### src/rtl/disp_scan_ctrl.sv
// Scan controller for a bank of common-anode 7-segment digits that share one
// BCD decoder: walks the digits in order, with a blanking guard at each slot change.
module disp_scan_ctrl #(
    parameter  int N_DIG        = 4,
    parameter  int PRESCALE     = 50000,
    parameter  int BLANK_CYCLES = 2,
    localparam int IW           = $clog2(N_DIG),
    localparam int CW           = (PRESCALE > 1) ? $clog2(PRESCALE) : 1
) (
    input  logic             clk,
    input  logic             rst_n,
    input  logic             en,
    input  logic             wr_en,
    input  logic [IW-1:0]    wr_addr,
    input  logic [3:0]       wr_data,
    input  logic [N_DIG-1:0] dp_mask,
    input  logic             lz_blank,
    output logic [3:0]       bcd_out,
    output logic [N_DIG-1:0] an_n,
    output logic             dp_n,
    output logic [IW-1:0]    digit_idx,
    output logic             frame_tick
);

    typedef enum logic {
        S_BLANK,
        S_SHOW
    } state_t;

    localparam state_t RST_STATE =
        (BLANK_CYCLES == 0) ? S_SHOW : S_BLANK;
    localparam logic [CW-1:0] CNT_LAST = CW'(PRESCALE - 1);
    localparam logic [CW-1:0] BLANK_LAST =
        (BLANK_CYCLES > 0) ? CW'(BLANK_CYCLES - 1) : '0;
    localparam logic [IW-1:0] IDX_LAST = IW'(N_DIG - 1);
    localparam logic [IW:0]   N_LIM    = (IW + 1)'(N_DIG);

    state_t           state_q, state_d;
    logic [CW-1:0]    cnt_q, cnt_d;
    logic [IW-1:0]    idx_q, idx_d;
    logic [3:0]       digit_q [N_DIG];
    logic [3:0]       digit_d [N_DIG];
    logic [N_DIG-1:0] an_q, an_d;
    logic             dp_q, dp_d;
    logic [N_DIG-1:0] sup_d;
    logic             zero_above;
    logic             slot_end;

    assign slot_end = (state_q == S_SHOW) && (cnt_q == CNT_LAST);

    always_comb begin
        state_d = state_q;
        cnt_d   = cnt_q;
        idx_d   = idx_q;
        if (en) begin
            unique case (state_q)
                S_BLANK: begin
                    cnt_d = cnt_q + CW'(1);
                    if (cnt_q == BLANK_LAST) begin
                        state_d = S_SHOW;
                    end
                end
                S_SHOW: begin
                    if (slot_end) begin
                        cnt_d   = '0;
                        idx_d   = (idx_q == IDX_LAST) ? '0 : idx_q + IW'(1);
                        state_d = RST_STATE;
                    end else begin
                        cnt_d = cnt_q + CW'(1);
                    end
                end
                default: state_d = RST_STATE;
            endcase
        end
    end

    always_comb begin
        digit_d = digit_q;
        if (wr_en && ({1'b0, wr_addr} < N_LIM)) begin
            digit_d[wr_addr] = wr_data;
        end
    end

    // Suppression looks at the post-write digits so an_n matches bcd_out.
    always_comb begin
        sup_d      = '0;
        zero_above = 1'b1;
        for (int i = N_DIG - 1; i >= 1; i--) begin
            zero_above = zero_above && (digit_d[i] == 4'd0);
            sup_d[i]   = lz_blank && zero_above;
        end
    end

    always_comb begin
        an_d = '1;
        dp_d = 1'b1;
        if (en && (state_d == S_SHOW) && !sup_d[idx_d]) begin
            an_d[idx_d] = 1'b0;
            dp_d        = ~dp_mask[idx_d];
        end
    end

    always_ff @(posedge clk) begin
        if (!rst_n) begin
            state_q <= RST_STATE;
            cnt_q   <= '0;
            idx_q   <= '0;
            an_q    <= '1;
            dp_q    <= 1'b1;
            for (int i = 0; i < N_DIG; i++) begin
                digit_q[i] <= 4'd0;
            end
        end else begin
            state_q <= state_d;
            cnt_q   <= cnt_d;
            idx_q   <= idx_d;
            an_q    <= an_d;
            dp_q    <= dp_d;
            for (int i = 0; i < N_DIG; i++) begin
                digit_q[i] <= digit_d[i];
            end
        end
    end

    assign bcd_out    = digit_q[idx_q];
    assign digit_idx  = idx_q;
    assign an_n       = an_q;
    assign dp_n       = dp_q;
    assign frame_tick = en && slot_end && (idx_q == IDX_LAST);

endmodule

### config.mk
export PLATFORM = sky130hd
export DESIGN_NAME = disp_scan_ctrl
export DESIGN_NICKNAME = d
export VERILOG_FILES = /design/src/rtl/disp_scan_ctrl.sv
export SDC_FILE = /design/constraint.sdc
export NUM_CORES = 1
export LEC_CHECK = 0
export CAP_MARGIN = 10
export CORE_MARGIN = 2
export CORE_UTILIZATION = 50
export DETAILED_ROUTE_END_ITERATION = 8
export GPL_ROUTABILITY_DRIVEN = 0
export HOLD_SLACK_MARGIN = 0.08
export PLACE_DENSITY = 0.84
export SYNTH_ARGS = -nofsm -noshare
export SYNTH_HDL_FRONTEND = slang
export SYNTH_SLANG_ARGS = --single-unit
export TNS_END_PERCENT = 10
### constraint.sdc
create_clock -name clk -period 4.45 [get_ports clk]
set_input_delay 0.89 -clock clk [delete_from_list [all_inputs] [get_ports clk]]
set_output_delay 0.89 -clock clk [all_outputs]
set_load 0.02 [all_outputs]
Word level (Yosys, flattened, before mapping) --
Cells that the tools add are included.
Word-level totals: bits in registers 40, bits of input ports 15, output and inout port bits 12
Cells by class: add/subtract/negate cells 2, order comparisons 5, eq/ne operators 3, mux-type cells 23, bitwise gates (word level) 5, reduce and logical (&&, ||, !) cells 17
Operators by type and width (number):
- $pmux 16 s2 | 1
- $add 16x1->16 const B | 1
- $bwmux 16 | 1
- $eq 16x1->1 const B | 1
- $eq 16x16->1 const B | 1
- $mux 16 | 1
- $logic_and 1x1->1 | 12
- $logic_not 4->1 | 3
- $mux 12 | 1
- $mux 4 | 3
- $bmux 4 s2 | 1
- $demux 4 s2 | 1
- $mux 2 | 4
- $ge 3x3->1 const B | 2
- $mux 1 | 6
- $not 2->3 | 2
- $bmux 1 s2 | 2
- $not 4->4 | 1
- $lt 2x3->1 const B | 1
- $lt 3x1->1 const B | 1
- $add 2x1->2 const B | 1
- $demux 1 s2 | 1
- $eq 2x2->1 const B | 1
- $ge 2x1->1 const B | 1
- other kinds (4) | 5

Depth between registers and ports, before layout --
depth after elaboration 16, mapped depth 7, gate-level depth less buffers 7

Worst setup path before layout --
OpenSTA, ideal clock, no wires.
path type input to output, start point input en, end point output frame_tick, data arrival time 1.510 ns, data required time 3.560 ns, slack 2.050 ns, stages on the path 3, cells stage by stage buf_2 and2_2 and3_1
On the way: word-level cells in the longest chain between the ends 2
Ends and longest elaborated chain:
- from (decl) | line 12 | input logic en,
- $logic_and 1x1->1 (2 in series) | line 129 | assign frame_tick = en && slot_end && (idx_q == IDX_LAST);
- to (decl) | line 22 | output logic frame_tick
No other way between the ends.

Final worst setup path --
Ends and elaborated chain as after synthesis.

==> summary.md <==
| Metric | Value |
|---|---|
| Unrepaired setup endpoints after global routing | no |
| CTS resizes | 0 |
| Vias after detailed routing | 1,542 |
| Average via count per standard cell | 5.55 |
| Fin. Hold Viols | 0 |
| Remaining global-route overflow | 0 |
| Remaining max-slew budget at the tightest pin | 47.1% |
| Hold path startpoint | digit_q[15] |
| Count of max-cap constraint violations | 0 |
| Clock transition at the register clock pins on the worst setup and hold paths after CTS | 80 ps |
| Boundary Pins | 27 |
| Sinks on Clock Net | 40 |
| Number of instances on the worst hold path | 2 |
| Port Buffer Count | 26 |
| Die outline width | 66.8 um |
| Clock root buffer master | sky130_fd_sc_hd__clkbuf_8 |
| Synth top area share | 40.7% |
| Cells taking the most area after synthesis | sky130_fd_sc_hd__dfxtp_1 (41%), sky130_fd_sc_hd__mux2i_1 (9.7%), sky130_fd_sc_hd__nor2b_1 (5.7%) |
| Routed wire length | 3.89 mm |
| Launching element type of the critical path | input port |
| Run status | completed |
| Terminating pin of the worst hold path | digit_q[15] |
| Type of the setup path with the least slack | input port to output port |
| Iter 0 DRT Violations | 105 |
| Core Region | 3720 um2 |
| Clk buf depth | 2 |
| Critical-path maximum fanout | 8 |
| Required arrival time at the worst endpoint | 3560 ps |
| Pleak | 0.890 nW |
| Cell taking the most area after synthesis | sky130_fd_sc_hd__dfxtp_1 |
| Detailed-route DRC error count | 0 |
| Final net count | 247 |
| Growth of design area from synthesis to finish | 19.8% |
| EDFF count, synth | 0 |
| Final clock period utilization by the worst path | 77.0% |
| Drt first pass iters | 4 |
| First-pass GRT wire length | 6.25 mm |
| Share of the yosys chip area belonging to registers | 40.7% |
| Vias in the first global route | 1,421 |
| Total CTS buffers | 5 |
| Maximum number of pins on one net before global-route repair | 23 |
| Syn Nets | 220 |
| H-tree lvl count | 2 |
| Worst Clk Skew | 13.5 ps |
| Data arrival time of the critical path | 2540 ps |
| Top achievable clock speed | 292 MHz |
| Synthesized cell area | 1970 um2 |
| Slew at the pin closest to its max-slew limit | 791 ps |
| Remaining number of nets flagged by the antenna check after routing | 0 |
| Number of synthesized register bits | 40 |
| Layout cell share with drive strength beyond 1 | 10.0% |
| Most used flip-flop cell after synthesis | sky130_fd_sc_hd__dfxtp_1 |
| Pwr Density | 293 nW/um2 |
| Sum of negative setup slack | 0 ps |
| Post-CTS setup-driven buffer insertion count | 0 |
| Initial core utilization | 53.0% |
| Worst VDD drop | 256 uV |
| Syn avg cell area | 9.75 um2 |
| Post-DR wirelength/cell | 14.0 um |
| Hold/Removal Path Class | flip-flop to flip-flop |
| Final-report max-slew violation count | 0 |
| Fill cell instance count of the final layout | 314 |
| Crit path capture type | output port |
| Synthesis Warnings | 0 |
| Proportion of register bits with asynchronous set or reset after synthesis | 0% |
| Height of the chip | 66.8 um |
| Antenna cells | 0 |
| Cell depth of the worst flop-to-flop path | 6 |
| Leading cell type in the layout, fill and taps excluded | sky130_fd_sc_hd__dfxtp_1 |
| Die area | 4460 um2 |
| Final HPWL DP | 2.78 mm |
| Initial antenna violation count | 0 |
| Launching point of the worst reg2reg path | cnt_q[10] |
| TritonCTS clock tree | built |
| Time the worst path needs with I/O delays and setup | 3430 ps |
| Total Power | 0.692 mW |
| Final-report setup violation count | 0 |
| Worst skew pair latency | 290 ps |
| Top library cells by usage in the layout, fill and taps aside | sky130_fd_sc_hd__dfxtp_1 (40), sky130_fd_sc_hd__clkdlybuf4s50_1 (26), sky130_fd_sc_hd__nor2_1 (23) |
| Internal reg-to-reg setup slack | 2370 ps |
| Number of cells produced by synthesis | 202 |
| Worst reg2reg endpoint | dp_n |
| GR Util All Layers | 19.0% |
| Quantity of hold-fixing buffers added after cts | 0 |
| Row count | 22 |
| Number of library cell types mapped by synthesis | 43 |
## state kept, by name (all words and copies together) (netlist names)
| signal | count |
|---|---|
| cnt_q | 16 |
| digit_idx | 2 |
| state_q | 1 |
| dp_n | 1 |
| an_n | 4 |
| digit_q | 16 |
## stage by stage
step	util [%]	area (um2)	hold WS (ps)	worst slack, ps	std cells
floorplan	-	1970	478	2050	202
global placement	60.9	2260	491	1030	270
detailed placement	60.9	2260	511	1020	270
CTS	63.5	2360	524	1020	278
global route	63.5	2360	542	969	278
finish	63.5	2360	525	1020	278
## worst max-delay path, stage by stage
cell and delay (ps):
sky130_fd_sc_hd__clkdlybuf4s50_1 630, sky130_fd_sc_hd__and2_2 260, sky130_fd_sc_hd__and3_1 160, sky130_fd_sc_hd__clkdlybuf4s50_1 600
## layout make-up
class | count | area (um2) | area share, %
clock inverter | 1 | 7.51 | 0.318
clock buffer | 7 | 86.3 | 3.66
sequential | 40 | 801 | 34.0
timing repair buffer | 26 | 260 | 11.0
inverter | 4 | 15.0 | 0.637
tap | 48 | 60.1 | 2.55
multi-input combinational | 152 | 1130 | 47.9
## Yosys cell counts, drive strengths merged (2+ instances only)
| cell type | instances |
|---|---|
| a21boi | 2 |
| a21oi | 4 |
| a31oi | 2 |
| and2 | 3 |
| and3 | 3 |
| buf | 2 |
| clkbuf | 4 |
| dfxtp | 40 |
| ha | 3 |
| inv | 4 |
| mux2i | 20 |
| mux4 | 4 |
| nand2 | 15 |
| nand3 | 9 |
| nand3b | 2 |
| nand4 | 6 |
| nor2 | 23 |
| nor2b | 18 |
| nor4 | 5 |
| o21ai | 3 |
| or4 | 3 |
| xnor2 | 7 |
| xor2 | 7 |
## worst max-delay path by stage
stage | start | end | cells past startpoint
after floorplan | en | frame_tick | 3
after detailed placement | en | frame_tick | 4
after global routing | en | frame_tick | 4
after global placement | en | frame_tick | 4
after CTS | en | frame_tick | 4
final | en | frame_tick | 4
## routing by layer
metal	vias to the layer above	track usage [%]	part of all wire, %
met5	-	0	0
met4	0	7.40	0.87
met3	4	5.74	4.6
met2	39	31.1	47
met1	730	23.2	47
li1	769	-	-
## logic make-up (layout without fill, tap and decap cells)
kind of cell               count (synthesis)  after routing  synth area share [%]
AOI/OAI and AO/OA                         17             17                  6.16
xor gates and xnor gates                  14             14                  6.23
adders and majority gates                  3              3                  1.91
buffers and inverters                     10             38                  2.03
DFF                                       40             40                  40.7
muxes                                     24             24                  15.4
and+or+nand+nor                           94             94                  27.6
## power breakdown
part	internal, mW	leakage [nW]	total [mW]	switching [mW]
Clock	0.126	0.0445	0.253	0.127
Sequential	0.366	0.324	0.372	0.00630
Combinational	0.0360	0.522	0.0668	0.0309
Total	0.528	0.890	0.692	0.164
Note: power is estimated with default switching activity, not from simulation.
